## src/rtl/fft_interconnect_pkg.sv

```systemverilog
// Shared definitions for the four-lane to serial FFT interconnect.
// Provides the FILL/SEND state encoding and NFFT / quarter-frame size helpers.
package fft_interconnect_pkg;

  typedef enum logic {
    ST_FILL = 1'b0,
    ST_SEND = 1'b1
  } state_e;

  // Frame length for a given log2 size.
  function automatic int unsigned calc_nfft(input int unsigned size_buffer);
    return 32'd1 << size_buffer;
  endfunction

  // Samples carried by one lane (a quarter of the frame).
  function automatic int unsigned calc_quarter(input int unsigned size_buffer);
    return calc_nfft(size_buffer) / 32'd4;
  endfunction

endpackage

```

## src/rtl/interconnect_quarter_buffer.sv

```systemverilog
// One lane of the interconnect: a Q-deep I/Q store with fill counter,
// registered ready and an asynchronous read port.
// Ports:
//   clk_i, rst_i         clock, synchronous active-high reset
//   fill_next_i          controller will be in FILL next cycle
//   clear_i              frame finished, restart fill count
//   valid_i, data_*_i    lane sample input
//   ready_o              lane can accept a sample (registered)
//   full_nxt_c_o         lane will hold Q samples after this edge (comb)
//   rd_idx_i, rd_*_c_o   read address and data (comb)
module interconnect_quarter_buffer
  import fft_interconnect_pkg::*;
#(
  parameter int unsigned SIZE_BUFFER   = 4,
  parameter int unsigned DATA_FFT_SIZE = 16,
  parameter int unsigned IDX_W         = (SIZE_BUFFER > 2) ? SIZE_BUFFER - 2 : 1
) (
  input  logic                     clk_i,
  input  logic                     rst_i,
  input  logic                     fill_next_i,
  input  logic                     clear_i,
  input  logic                     valid_i,
  input  logic [DATA_FFT_SIZE-1:0] data_i_i,
  input  logic [DATA_FFT_SIZE-1:0] data_q_i,
  output logic                     ready_o,
  output logic                     full_nxt_c_o,
  input  logic [IDX_W-1:0]         rd_idx_i,
  output logic [DATA_FFT_SIZE-1:0] rd_i_c_o,
  output logic [DATA_FFT_SIZE-1:0] rd_q_c_o
);

  localparam int unsigned Q     = calc_quarter(SIZE_BUFFER);
  localparam int unsigned CW    = SIZE_BUFFER - 1;
  localparam int unsigned DEPTH = 32'd1 << IDX_W;

  logic [DATA_FFT_SIZE-1:0] mem_i_q [DEPTH];
  logic [DATA_FFT_SIZE-1:0] mem_q_q [DEPTH];
  logic [CW-1:0]            fill_cnt_q, fill_cnt_d;
  logic                     ready_q, ready_d;
  logic                     wr_en;
  logic [IDX_W-1:0]         wr_idx;

  assign wr_en  = valid_i & ready_q;
  assign wr_idx = IDX_W'(fill_cnt_q);

  // Fill count and next-cycle ready
  always_comb begin
    fill_cnt_d = fill_cnt_q;
    if (clear_i) begin
      fill_cnt_d = '0;
    end else if (wr_en) begin
      fill_cnt_d = fill_cnt_q + CW'(1);
    end
    full_nxt_c_o = (fill_cnt_d == CW'(Q));
    ready_d      = fill_next_i && (fill_cnt_d < CW'(Q));
  end

  always_ff @(posedge clk_i) begin
    if (rst_i) begin
      fill_cnt_q <= '0;
      ready_q    <= 1'b0;
    end else begin
      fill_cnt_q <= fill_cnt_d;
      ready_q    <= ready_d;
    end
  end

  // Sample storage, intentionally not reset
  always_ff @(posedge clk_i) begin
    if (wr_en) begin
      mem_i_q[wr_idx] <= data_i_i;
      mem_q_q[wr_idx] <= data_q_i;
    end
  end

  // Read with write bypass so the first SEND sample is correct even when it
  // is written on the same edge the frame completes (Q == 1).
  always_comb begin
    rd_i_c_o = mem_i_q[rd_idx_i];
    rd_q_c_o = mem_q_q[rd_idx_i];
    if (wr_en && (wr_idx == rd_idx_i)) begin
      rd_i_c_o = data_i_i;
      rd_q_c_o = data_q_i;
    end
  end

  assign ready_o = ready_q;

endmodule

```

## src/rtl/interconnect_four_data_to_sfft.sv

```systemverilog
// Collects a frame from four parallel lanes (lane k holds samples k*Q..k*Q+Q-1)
// and streams it serially to an FFT with valid/ready handshaking.
// Ports:
//   i_clk, i_reset                  clock, synchronous active-high reset
//   i_validk, i_datak_i/q, o_readyk lane k sample input handshake
//   o_fft_valid, o_data_to_fft_i/q  registered serial output
//   i_fft_ready                     FFT accepts the presented sample
//   o_fft_last                      last-sample flag, only with FFT_FRAME_LAST_EN
module interconnect_four_data_to_sfft
  import fft_interconnect_pkg::*;
#(
  parameter int unsigned SIZE_BUFFER   = 4,
  parameter int unsigned DATA_FFT_SIZE = 16
) (
  input  logic                     i_clk,
  input  logic                     i_reset,
  input  logic                     i_valid0,
  input  logic                     i_valid1,
  input  logic                     i_valid2,
  input  logic                     i_valid3,
  input  logic [DATA_FFT_SIZE-1:0] i_data0_i,
  input  logic [DATA_FFT_SIZE-1:0] i_data1_i,
  input  logic [DATA_FFT_SIZE-1:0] i_data2_i,
  input  logic [DATA_FFT_SIZE-1:0] i_data3_i,
  input  logic [DATA_FFT_SIZE-1:0] i_data0_q,
  input  logic [DATA_FFT_SIZE-1:0] i_data1_q,
  input  logic [DATA_FFT_SIZE-1:0] i_data2_q,
  input  logic [DATA_FFT_SIZE-1:0] i_data3_q,
  output logic                     o_ready0,
  output logic                     o_ready1,
  output logic                     o_ready2,
  output logic                     o_ready3,
  output logic                     o_fft_valid,
  output logic [DATA_FFT_SIZE-1:0] o_data_to_fft_i,
  output logic [DATA_FFT_SIZE-1:0] o_data_to_fft_q,
`ifdef FFT_FRAME_LAST_EN
  output logic                     o_fft_last,
`endif
  input  logic                     i_fft_ready
);

  localparam int unsigned NFFT = calc_nfft(SIZE_BUFFER);
  localparam int unsigned Q    = calc_quarter(SIZE_BUFFER);
  localparam int unsigned SW   = SIZE_BUFFER;
  localparam int unsigned IW   = (SIZE_BUFFER > 2) ? SIZE_BUFFER - 2 : 1;
  localparam int unsigned DW   = DATA_FFT_SIZE;

  state_e         state_q, state_d;
  logic [SW-1:0]  send_cnt_q, send_cnt_d;
  logic           fft_valid_q, fft_valid_d;
  logic [DW-1:0]  out_i_q, out_i_d;
  logic [DW-1:0]  out_q_q, out_q_d;

  logic           xfer;
  logic           clear;
  logic           fill_next;
  logic [1:0]     rd_lane;
  logic [IW-1:0]  rd_idx;

  logic [3:0]     lane_valid;
  logic [3:0]     lane_ready;
  logic [3:0]     lane_full_nxt;
  logic [DW-1:0]  lane_di [4];
  logic [DW-1:0]  lane_dq [4];
  logic [DW-1:0]  lane_rd_i [4];
  logic [DW-1:0]  lane_rd_q [4];

  assign lane_valid = {i_valid3, i_valid2, i_valid1, i_valid0};
  assign lane_di[0] = i_data0_i;
  assign lane_di[1] = i_data1_i;
  assign lane_di[2] = i_data2_i;
  assign lane_di[3] = i_data3_i;
  assign lane_dq[0] = i_data0_q;
  assign lane_dq[1] = i_data1_q;
  assign lane_dq[2] = i_data2_q;
  assign lane_dq[3] = i_data3_q;

  assign xfer  = fft_valid_q & i_fft_ready;
  // Final transfer of the frame restarts all lane fills
  assign clear = (state_q == ST_SEND) && xfer && (send_cnt_q == SW'(NFFT - 1));

  for (genvar k = 0; k < 4; k++) begin : g_lane
    interconnect_quarter_buffer #(
      .SIZE_BUFFER   (SIZE_BUFFER),
      .DATA_FFT_SIZE (DATA_FFT_SIZE),
      .IDX_W         (IW)
    ) u_buf (
      .clk_i        (i_clk),
      .rst_i        (i_reset),
      .fill_next_i  (fill_next),
      .clear_i      (clear),
      .valid_i      (lane_valid[k]),
      .data_i_i     (lane_di[k]),
      .data_q_i     (lane_dq[k]),
      .ready_o      (lane_ready[k]),
      .full_nxt_c_o (lane_full_nxt[k]),
      .rd_idx_i     (rd_idx),
      .rd_i_c_o     (lane_rd_i[k]),
      .rd_q_c_o     (lane_rd_q[k])
    );
  end

  // Next state, send counter and output-valid
  always_comb begin
    state_d     = state_q;
    send_cnt_d  = send_cnt_q;
    fft_valid_d = fft_valid_q;
    case (state_q)
      ST_FILL: begin
        if (&lane_full_nxt) begin
          state_d     = ST_SEND;
          send_cnt_d  = '0;
          fft_valid_d = 1'b1;
        end
      end
      ST_SEND: begin
        if (clear) begin
          state_d     = ST_FILL;
          send_cnt_d  = '0;
          fft_valid_d = 1'b0;
        end else if (xfer) begin
          send_cnt_d = send_cnt_q + SW'(1);
        end
      end
      default: begin
        state_d     = ST_FILL;
        send_cnt_d  = '0;
        fft_valid_d = 1'b0;
      end
    endcase
  end

  assign fill_next = (state_d == ST_FILL);
  // Top two count bits pick the lane, the rest index inside it
  assign rd_lane   = 2'(send_cnt_d >> (SW - 2));
  assign rd_idx    = IW'(send_cnt_d & SW'(Q - 1));

  // Output data: sample at the next send count, zero when idle
  always_comb begin
    out_i_d = '0;
    out_q_d = '0;
    if (fft_valid_d) begin
      out_i_d = lane_rd_i[rd_lane];
      out_q_d = lane_rd_q[rd_lane];
    end
  end

  always_ff @(posedge i_clk) begin
    if (i_reset) begin
      state_q     <= ST_FILL;
      send_cnt_q  <= '0;
      fft_valid_q <= 1'b0;
      out_i_q     <= '0;
      out_q_q     <= '0;
    end else begin
      state_q     <= state_d;
      send_cnt_q  <= send_cnt_d;
      fft_valid_q <= fft_valid_d;
      out_i_q     <= out_i_d;
      out_q_q     <= out_q_d;
    end
  end

`ifdef FFT_FRAME_LAST_EN
  logic last_q, last_d;

  assign last_d = fft_valid_d && (send_cnt_d == SW'(NFFT - 1));

  always_ff @(posedge i_clk) begin
    if (i_reset) begin
      last_q <= 1'b0;
    end else begin
      last_q <= last_d;
    end
  end

  assign o_fft_last = last_q;
`endif

  assign o_ready0        = lane_ready[0];
  assign o_ready1        = lane_ready[1];
  assign o_ready2        = lane_ready[2];
  assign o_ready3        = lane_ready[3];
  assign o_fft_valid     = fft_valid_q;
  assign o_data_to_fft_i = out_i_q;
  assign o_data_to_fft_q = out_q_q;

endmodule

```

## config.mk

```make
export PLATFORM = sky130hd
export DESIGN_NAME = interconnect_four_data_to_sfft
export DESIGN_NICKNAME = d
export VERILOG_FILES = /design/src/rtl/fft_interconnect_pkg.sv /design/src/rtl/interconnect_quarter_buffer.sv /design/src/rtl/interconnect_four_data_to_sfft.sv
export SDC_FILE = /design/constraint.sdc
export NUM_CORES = 1
export LEC_CHECK = 0
export BUFFER_PORTS_ARGS = -buffer_cell sky130_fd_sc_hd__buf_2
export CORE_MARGIN = 2
export CORE_UTILIZATION = 35
export CTS_CLUSTER_SIZE = 28
export DETAILED_ROUTE_END_ITERATION = 10
export HOLD_SLACK_MARGIN = 0.05
export PLACE_DENSITY = 0.48
export SLEW_MARGIN = 10
export SYNTH_ARGS = -nofsm -noshare
export SYNTH_HDL_FRONTEND = slang
export SYNTH_HIERARCHICAL = 1
export SYNTH_SLANG_ARGS = --single-unit
```

## constraint.sdc

```tcl
create_clock -name i_clk -period 6.71 [get_ports i_clk]
set_clock_uncertainty 0.1 [all_clocks]
set_input_delay 0.671 -clock i_clk [delete_from_list [all_inputs] [get_ports i_clk]]
set_output_delay 0.671 -clock i_clk [all_outputs]
set_load 0.05 [all_outputs]
```

==> flow_summary.yaml, run 1 <==
worst_setup_path:
  crit_start: "send_cnt_q[0]$_SDFF_PP0_"
  path_class: "reg -> reg"
  end_kind: "flop"
  r2r-start: "send_cnt_q[0]$_SDFF_PP0_"
  crit_required_ns: 7.04
  path_max_fanout: 65
  crit_arrival_ns: 6.24
  reg2reg_depth: 14
  startpoint_type: "flop"
  rrSetupSlack_ns: 0.80
yosys:
  synth_seq_cells: 566
  ys_warn_count: 6
  synth-seq-area-share: 0.666
  synth_area_mm2: 0.0247
  syn_inst: 1396
  yosysTopAreaCell: "edfxtp_1"
  ys_top_cells_by_area: "edfxtp_1, mux4_2, mux2_2"
  avgSynthCellArea_um2: 17.7
  synth_fp_nets: 1548
  synth_cell_types: 43
  synthDominantCellAreaShare: 0.622
cts:
  path_clk_slew_ns: 0.06
  h-tree-depth: 3
  clockRootBuffer: "clkbuf_16"
  cts_hold_buf: 0
  cts_tree: "done"
  postCtsSetupBuffers: 0
  cts_buffers: 67
  ctsResizeCount: 0
  clock_latency_ns: 0.60
  cts_buffer_depth: 3
  cts.sinks: 566
layout:
  nets: 1733
  syn2layout_area_growth_pct: 15.5
  stdcell_count: 2575
  fillCellCount: 6382
  drive_above_1_share: 0.356
detailed_routing:
  drt-met1-wl_mm: 28.0
  dr.pass1.iters: 5
  route.met2.wl_mm: 32.7
  detail_route.wl_per_cell_um: 25.9
  drc: 0
  vias: 13356
  totalWireLength_mm: 66.8
  dr_wl_met3_mm: 4.57
  vias_per_cell: 5.19
  drt.antenna.violating_nets: 0
  first_iter_violations: 1374
  maxUsedRoutingLayer: "met5"
min_path:
  worstHoldPathCells: 1
  worstHoldStart: "i_data2_q[1]"
  hp-class: "in -> reg"
grt:
  grt_max_degree: 67
  grt_pass1_vias: 13674
  grt_antenna_before_repair: 9
  track_usage: 0.184
  grt_pass1_wl_mm: 96.8
  grt-ovfl-total: 0
sta:
  finalWorstSetupSlack_ns: 0.797
  rsz0062_at_grt: "no"
  fmaxAchievable_mhz: 169
  holdWs_ns: 0.203
  slew_viol_final: 0
  layout_min_cycle_time_ns: 5.91
  tightest_slew_ns: 1.08
  setup_viol: 0
  hold_violations: 0
  fin_setup_tns_ns: 0
  min_period_over_period: 0.881
  relSlewSlack: 0.276
flow_run:
  cap_violations: 0
floorplan:
  row_count: 97
  die_x_um: 270
  start_util: 0.353
  ios: 172
  die_area_mm2: 0.0727
  dieHeight_um: 270
  core_area_mm2: 0.0699
placed_design:
  dp_hpwl_mm: 43.8
  numPortBuffers: 171
  post-place-cells: 2452
  place_ws_ns: 0.755
  place_congestion: 0.869
outcome:
  outcome: "completed"
power_and_ir_drop:
  cellLeakagePower_nw: 9.65
  powerDensity_mw_per_mm2: 276
  irDropWorstVdd_v: 0.000167
metal layers:
layer	up-vias	GRT usage
li1	5973	-
met1	6921	0.241
met2	365	0.299
met3	91	0.0514
met4	6	0.0500
met5	-	0
synthesized netlist by cell type (all sizes together):
cell	count
and4b	4
mux2	161
xnor2	8
a21boi	32
buf	55
o211a	4
nor2	5
a211o	32
nand2b	1
dfxtp	54
mux2i	36
ha	17
a31oi	4
or4	1
a41oi	1
inv	14
edfxtp	512
o211ai	33
mux4	128
xor2	8
o21ai	4
nor3	20
nand2	135
a22o	1
a21oi	2
and2	1
nand4	2
a21o	1
nand3	34
clkbuf	34
nor2b	3
and4	1
and3	48
final cells by class:
| type | instances | area, µm² | area share |
|---|---|---|---|
| inverter | 14 | 52.6 | 0.00184 |
| antenna | 4 | 10.0 | 0.000351 |
| sequential | 566 | 16500 | 0.577 |
| clock inverter | 30 | 194 | 0.00680 |
| timing repair buffer | 205 | 1140 | 0.0398 |
| clock buffer | 89 | 1900 | 0.0665 |
| tap | 940 | 1180 | 0.0412 |
| multi-input combinational | 727 | 7620 | 0.267 |
worst max-delay path, cell delays in order (launching register included):
cell and delay (ns):
dfxtp_1 0.40, ha_1 0.22, nand4_1 0.10, nor2_1 0.69, buf_4 0.30, nor3_1 0.08
a41oi_1 0.30, a21o_1 0.17, mux2_8 0.58, buf_12 0.54, mux4_2 0.57, mux2_2 0.31
mux2_2 0.27, o211ai_1 0.85, a21boi_1 0.17
cell usage in the layout (no fill, tap or decap), types with 33 or more instances in the layout:
cell type,instances
mux2_2,149
and3_1,48
o211ai_1,33
edfxtp_1,512
nand2_1,135
dfxtp_1,54
mux2i_1,36
buf_2,171
mux4_2,122
clkbuf_16,73
nand3_1,34
registers in the layout, summed over array words and instances, names as in the netlist:
| signal | count |
|---|---|
| o_data_to_fft_i | 16 |
| g_lane.u_buf/ready_o | 4 |
| g_lane.u_buf/mem_q_q | 256 |
| o_data_to_fft_q | 16 |
| state_q | 1 |
| o_fft_valid | 1 |
| send_cnt_q | 4 |
| g_lane.u_buf/mem_i_q | 256 |
| g_lane.u_buf/fill_cnt_q | 12 |
worst paths after layout:
| path | end |
|---|---|
| setup / recovery | o_data_to_fft_i[7]$_SDFF_PP0_ |
| setup reg to reg | o_data_to_fft_i[7]$_SDFF_PP0_ |
| hold / removal | g_lane[2].u_buf/mem_q_q[2][1]$_DFFE_PP_ |
| hold reg to reg | g_lane[2].u_buf/fill_cnt_q[2]$_SDFF_PP0_ |
logic make-up after synthesis:
kind of cell               count (synthesis)  synth area share
DFF                                      566             0.666
AOI/OAI and AO/OA                        114            0.0360
and+or+nand+nor                          255            0.0502
buffers and inverters                    103            0.0273
muxes                                    325             0.206
xor gates and xnor gates                  16           0.00567
adders and majority gates                 17           0.00861
power by group:
part | leakage (nW) | total (mW) | switching [mW] | internal [mW]
Sequential | 5.09 | 3.94 | 0.0203 | 3.92
Combinational | 3.54 | 0.468 | 0.270 | 0.197
Clock | 1.02 | 3.46 | 1.40 | 2.06
per-stage QoR:
step	utilization	area [µm²]	total power, mW
after floorplan	-	24700	4.28
after CTS	0.408	28500	7.98
final	0.408	28500	7.87
after global routing	0.408	28500	8.15
after detailed placement	0.378	26400	4.49
after global placement	0.378	26400	4.49
Power figures use the tool's default switching activity.
==> run 2: changes to the inputs <==
--- a/config.mk
+++ b/config.mk
@@ -7,11 +7,11 @@
 export LEC_CHECK = 0
 export BUFFER_PORTS_ARGS = -buffer_cell sky130_fd_sc_hd__buf_2
 export CORE_MARGIN = 2
-export CORE_UTILIZATION = 35
+export CORE_UTILIZATION = 65
 export CTS_CLUSTER_SIZE = 28
 export DETAILED_ROUTE_END_ITERATION = 10
 export HOLD_SLACK_MARGIN = 0.05
-export PLACE_DENSITY = 0.48
+export PLACE_DENSITY_LB_ADDON = 0.1
 export SLEW_MARGIN = 10
 export SYNTH_ARGS = -nofsm -noshare
 export SYNTH_HDL_FRONTEND = slang
==> run 2 against run 1 <==
Critical path depth unchanged. Non-clock buffer count stayed put. Maximum frequency rose by 11%. Largest cell class unchanged. Highest routed layer unchanged.
==> flow_summary.yaml, run 2 (same netlist as run 1, synthesis figures left out) <==
outcome:
  outcome: "completed"
cts:
  clockRootBuffer: "clkbuf_16"
  cts_buffer_depth: 3
  path_clk_slew_ns: 0.06
  h-tree-depth: 2
  cts.sinks: 566
  ctsResizeCount: 0
  cts_hold_buf: 0
  clock_latency_ns: 0.60
  cts_buffers: 55
  cts_tree: "done"
  postCtsSetupBuffers: 0
min_path:
  hp-class: "in -> reg"
layout:
  mostFrequentLayoutCells: "edfxtp_1, buf_2, mux2_2"
  syn2layout_area_growth_pct: 12.0
  nets: 1721
  final_common_cell: "edfxtp_1"
  register_area_mm2: 0.0165
  final_area_mm2: 0.0277
  fillCellCount: 2278
  final_util: 0.737
  drive_above_1_share: 0.353
  top_regs: "g_lane.u_buf/mem_i_q: 256 flops, g_lane.u_buf/mem_q_q: 256 flops"
  stdcell_count: 2131
  multi_input_area_mm2: 0.00762
placed_design:
  place_ws_ns: 1.35
  numPortBuffers: 171
  post-place-cells: 2023
  dp_hpwl_mm: 37.5
  detailed_place.area_mm2: 0.0259
  place_congestion: 0.907
detailed_routing:
  first_iter_violations: 1550
  vias: 13601
  drt.antenna.violating_nets: 0
  vias_per_cell: 6.38
  dr.pass1.iters: 6
  detail_route.wl_per_cell_um: 27.2
  totalWireLength_mm: 58.0
  drc: 0
sta:
  layout_min_cycle_time_ns: 5.35
  holdWs_ns: 0.198
  fin_setup_tns_ns: 0
  finalWorstSetupSlack_ns: 1.36
  setup_viol: 0
  min_period_over_period: 0.797
  tightest_slew_ns: 0.858
  fmaxAchievable_mhz: 187
  slew_viol_final: 0
  relSlewSlack: 0.428
  hold_violations: 0
  rsz0062_at_grt: "no"
worst_setup_path:
  path_delay_family: "multiplexers"
  crit_top_cell: "mux2_2"
  end_kind: "flop"
  max_stage_delay_ns: 0.71
  crit_required_ns: 7.06
  startpoint_type: "flop"
  worstPathCellList: "inv_1, ha_1, and4b_1, a31oi_1, nor3_1, a41oi_1, a21o_1, mux2_8, buf_4, mux4_2, mux2_2, mux2_2, o211ai_1, a21boi_1"
  path_class: "reg -> reg"
  worst-path-buf-inv: 2
  crit_arrival_ns: 5.70
  crit_path_top_delay_cell: "mux2_8"
  path_max_fanout: 68
grt:
  grt_pass1_vias: 13379
  gr-max-usage-layer: "met2"
  met1_usage: 0.400
  grt_max_degree: 71
  track_usage: 0.298
  met3_usage: 0.0717
  use_met2: 0.478
  grt_pass1_wl_mm: 84.4
  grt_antenna_before_repair: 7
  grt-ovfl-total: 0
flow_run:
  cap_violations: 0
floorplan:
  dieHeight_um: 199
  core_area_mm2: 0.0376
  die_area_mm2: 0.0396
  start_util: 0.658
  row_count: 71
  ios: 172
  die_x_um: 199
power_and_ir_drop:
  powerDensity_mw_per_mm2: 269
  power.total_mw: 7.45
  irDropWorstVdd_v: 0.000229
  cellLeakagePower_nw: 9.51
==> run 2: path summary, 6_finish.rpt <==
check / startpoint / to / slack [ns] / depth (start not counted)
worst max-delay path: g_lane[2].u_buf/fill_cnt_q[0]$_SDFF_PP0_ / o_data_to_fft_i[6]$_SDFF_PP0_ / 1.36 / 14
worst min-delay path: i_data3_i[0] / g_lane[3].u_buf/mem_i_q[0][0]$_DFFE_PP_ / 0.20 / 1
worst max register to register: g_lane[2].u_buf/fill_cnt_q[0]$_SDFF_PP0_ / o_data_to_fft_i[6]$_SDFF_PP0_ / 1.36 / 14
worst min register to register: g_lane[1].u_buf/fill_cnt_q[2]$_SDFF_PP0_ / g_lane[1].u_buf/fill_cnt_q[2]$_SDFF_PP0_ / 0.49 / 2
==> run 2: routing by layer <==
metal | wire (µm) | up-vias
met5 | 24 | -
met4 | 2040 | 4
met3 | 5330 | 104
met2 | 28600 | 622
met1 | 22000 | 6939
li1 | - | 5932
==> run 2: final cells by class <==
type | instances | share of cell area
Sequential cell | 566 | 0.594
Multi-Input combinational cell | 727 | 0.275
Clock buffer | 79 | 0.0567
Timing Repair Buffer | 205 | 0.0406
Tap cell | 511 | 0.0231
Clock inverter | 24 | 0.00773
Inverter | 14 | 0.00190
Antenna cell | 5 | 0.000452
==> run 2: power breakdown <==
group	internal (mW)	switching, mW
logic	0.196	0.263
registers	3.92	0.0210
clock network	1.78	1.28
total	5.89	1.56
==> run 2: worst reg2reg max path: stages, from the launching register on <==
cell and delay, ns:
dfxtp_1 0.42, inv_1 0.13, ha_1 0.31, and4b_1 0.19
a31oi_1 0.22, nor3_1 0.15, a41oi_1 0.29, a21o_1 0.17
mux2_8 0.71, buf_4 0.62, mux4_2 0.57, mux2_2 0.31
mux2_2 0.27, o211ai_1 0.60, a21boi_1 0.15
==> run 3: changes to the inputs <==
--- a/config.mk
+++ b/config.mk
@@ -7,7 +7,7 @@
 export LEC_CHECK = 0
 export BUFFER_PORTS_ARGS = -buffer_cell sky130_fd_sc_hd__buf_2
 export CORE_MARGIN = 2
-export CORE_UTILIZATION = 65
+export CORE_UTILIZATION = 55
 export CTS_CLUSTER_SIZE = 28
 export DETAILED_ROUTE_END_ITERATION = 10
 export HOLD_SLACK_MARGIN = 0.05
==> constraint.sdc (replaced) <==
create_clock -name i_clk -period 4.4 [get_ports i_clk]
set_clock_uncertainty 0.1 [all_clocks]
set_input_delay 0.44 -clock i_clk [delete_from_list [all_inputs] [get_ports i_clk]]
set_output_delay 0.44 -clock i_clk [all_outputs]
set_load 0.05 [all_outputs]
==> run 3 against run 2 <==
Sequential share of layout area fell by 4.2 points. Maximum frequency increased by 23%. Clock power is 61% higher. Power up 58%. Setup slack worse by 1.3 ns. Combinational power grew 81%. Design area up 7.7%. Non-clock buffer count rose by 174. Global-route usage decreased by 3.1 points. Critical path type unchanged. Critical endpoint is now o_data_to_fft_i[5]$_SDFF_PP0_.
==> flow_summary.yaml, run 3 (same netlist as run 1, synthesis figures left out) <==
min_path:
  whs_endpoint: "state_q$_SDFF_PP0_"
  worstHoldStart: "i_reset"
  worstHoldPathCells: 2
  hp-class: "in -> reg"
outcome:
  outcome: "completed"
floorplan:
  dieHeight_um: 216
  ios: 172
  die_area_mm2: 0.0466
  row_count: 77
  die_x_um: 216
  start_util: 0.558
  core_area_mm2: 0.0443
sta:
  setup_viol: 0
  tightest_slew_ns: 0.929
  fmaxAchievable_mhz: 230
  holdWs_ns: 0.170
  relSlewSlack: 0.381
  slew_viol_final: 0
  layout_min_cycle_time_ns: 4.36
  min_period_over_period: 0.990
  hold_violations: 0
cts:
  cts_buffers: 56
  cts_buffer_depth: 3
  h-tree-depth: 2
  clock_latency_ns: 0.60
  clockRootBuffer: "clkbuf_16"
  cts.sinks: 566
  cts_tree: "done"
  path_clk_slew_ns: 0.06
grt:
  grt-ovfl-total: 0
  grt_pass1_vias: 14094
  grt_max_degree: 67
  grt_antenna_before_repair: 4
  grt_pass1_wl_mm: 91.1
  track_usage: 0.267
layout:
  final_util: 0.673
  syn2layout_area_growth_pct: 20.7
  mostFrequentLayoutCells: "edfxtp_1, buf_2, mux2_2"
  nets: 1897
  fillCellCount: 3032
  final_common_cell: "edfxtp_1"
  drive_above_1_share: 0.358
  final_area_mm2: 0.0298
  top_regs: "g_lane.u_buf/mem_i_q: 256 flops, g_lane.u_buf/mem_q_q: 256 flops"
worst_setup_path:
  crit_arrival_ns: 4.70
  end_kind: "flop"
  r2r-end: "o_data_to_fft_i[5]$_SDFF_PP0_"
  path_max_fanout: 7
  rrSetupSlack_ns: 0.04
  path_class: "reg -> reg"
  r2r-start: "g_lane[0].u_buf/fill_cnt_q[1]$_SDFF_PP0_"
  crit_required_ns: 4.75
  startpoint_type: "flop"
  reg2reg_depth: 15
detailed_routing:
  drt.antenna.violating_nets: 0
  drc: 0
  route.met2.wl_mm: 31.6
  detail_route.wl_per_cell_um: 26.2
  dr.pass1.iters: 6
  maxUsedRoutingLayer: "met4"
  vias_per_cell: 6.01
  drt-met1-wl_mm: 25.4
  totalWireLength_mm: 62.3
  vias: 14313
  first_iter_violations: 1401
  dr_wl_met3_mm: 4.04
power_and_ir_drop:
  irDropWorstVdd_v: 0.000325
  powerDensity_mw_per_mm2: 394
  clkPwrFrac: 0.418
  intPower_mw: 9.32
  power.total_mw: 11.8
  power.switching_mw: 2.43
  cellLeakagePower_nw: 10.4
  p_seq_frac: 0.511
  p_sw_frac: 0.207
  combPwrFrac: 0.071
placed_design:
  detailed_place.area_mm2: 0.0261
  dp_hpwl_mm: 39.2
  numPortBuffers: 171
  place_congestion: 0.874
flow_run:
  cap_violations: 0
[run 3: changes by cell type in the layout (fill, tap and decap cells not counted), sizes merged, moves of 3 or more]
cell	change
clkbuf	-6
clkinv	+3
dlygate4sd3	+128
bufinv	+6
buf	+42
diode	-4
[run 3: what timing repair did]
item / 4_1_cts / 5_1_grt
hold endpoints to repair: 512 / 0
cloned: 1 / 4
gates resized for setup: 14 / 32
buffers inserted: 6 / 26
hold buffers: 128 / 0
pin swaps: 3 / 16
setup endpoints to repair: 6 / 22
[run 3: area by class of cell]
class	count	area [µm²]	area share
timing repair buffer	379	2970	0.0997
tap	592	741	0.0248
antenna	1	2.50	0.0000839
clock inverter	32	399	0.0134
sequential	566	16500	0.553
clock buffer	70	1480	0.0495
inverter	14	53.8	0.00180
multi-input combinational	728	7700	0.258
[run 3: power by group through the flow]
stage	Combinational, mW	Sequential, mW	Clock [mW]
after floorplan	0.405	6.12	0
after global placement	0.693	6.12	0
after detailed placement	0.709	6.12	0
after CTS	0.825	6.01	4.99
after global routing	0.889	6.02	5.18
final	0.831	6.01	4.91
[run 3: critical path: stages, from the launching register on]
cell,delay (ns)
dfxtp_4,0.36
inv_1,0.07
ha_1,0.31
and4b_1,0.26
a31oi_1,0.06
nor3_2,0.29
a41oi_2,0.17
a21o_1,0.23
buf_4,0.15
mux2_4,0.31
buf_12,0.16
mux4_2,0.42
mux2_4,0.30
mux2_2,0.27
o211ai_1,0.59
a21boi_1,0.13
[run 3: worst max path at each step]
stage | from | end | slack, ns | depth (start not counted)
after detailed placement | g_lane[3].u_buf/fill_cnt_q[0]$_SDFF_PP0_ | o_data_to_fft_i[6]$_SDFF_PP0_ | -0.21 | 14
after global placement | g_lane[3].u_buf/fill_cnt_q[0]$_SDFF_PP0_ | o_data_to_fft_i[6]$_SDFF_PP0_ | -0.12 | 14
after floorplan | o_fft_valid$_SDFF_PP0_ | o_data_to_fft_i[12]$_SDFF_PP0_ | 0.06 | 15
after CTS | g_lane[0].u_buf/fill_cnt_q[0]$_SDFF_PP0_ | o_data_to_fft_i[10]$_SDFF_PP0_ | 0.006 | 14
after global routing | g_lane[0].u_buf/fill_cnt_q[1]$_SDFF_PP0_ | o_data_to_fft_i[5]$_SDFF_PP0_ | -0.0003 | 15
final | g_lane[0].u_buf/fill_cnt_q[1]$_SDFF_PP0_ | o_data_to_fft_i[5]$_SDFF_PP0_ | 0.04 | 15
[run 3: metrics by stage]
stage,setup slack [ns],setup TNS [ns],instances
after global routing,-0.000303,-0.000303,2382
after floorplan,0.0644,0,1396
final,0.0434,0,2382
after detailed placement,-0.208,-0.865,2114
after CTS,0.00637,0,2351
after global placement,-0.118,-0.431,2114
[run 3: per-layer routing]
layer | vias up | global-route usage
met5 | - | 0
li1 | 6304 | -
met4 | 0 | 0.0699
met3 | 82 | 0.0365
met2 | 541 | 0.448
met1 | 7386 | 0.372
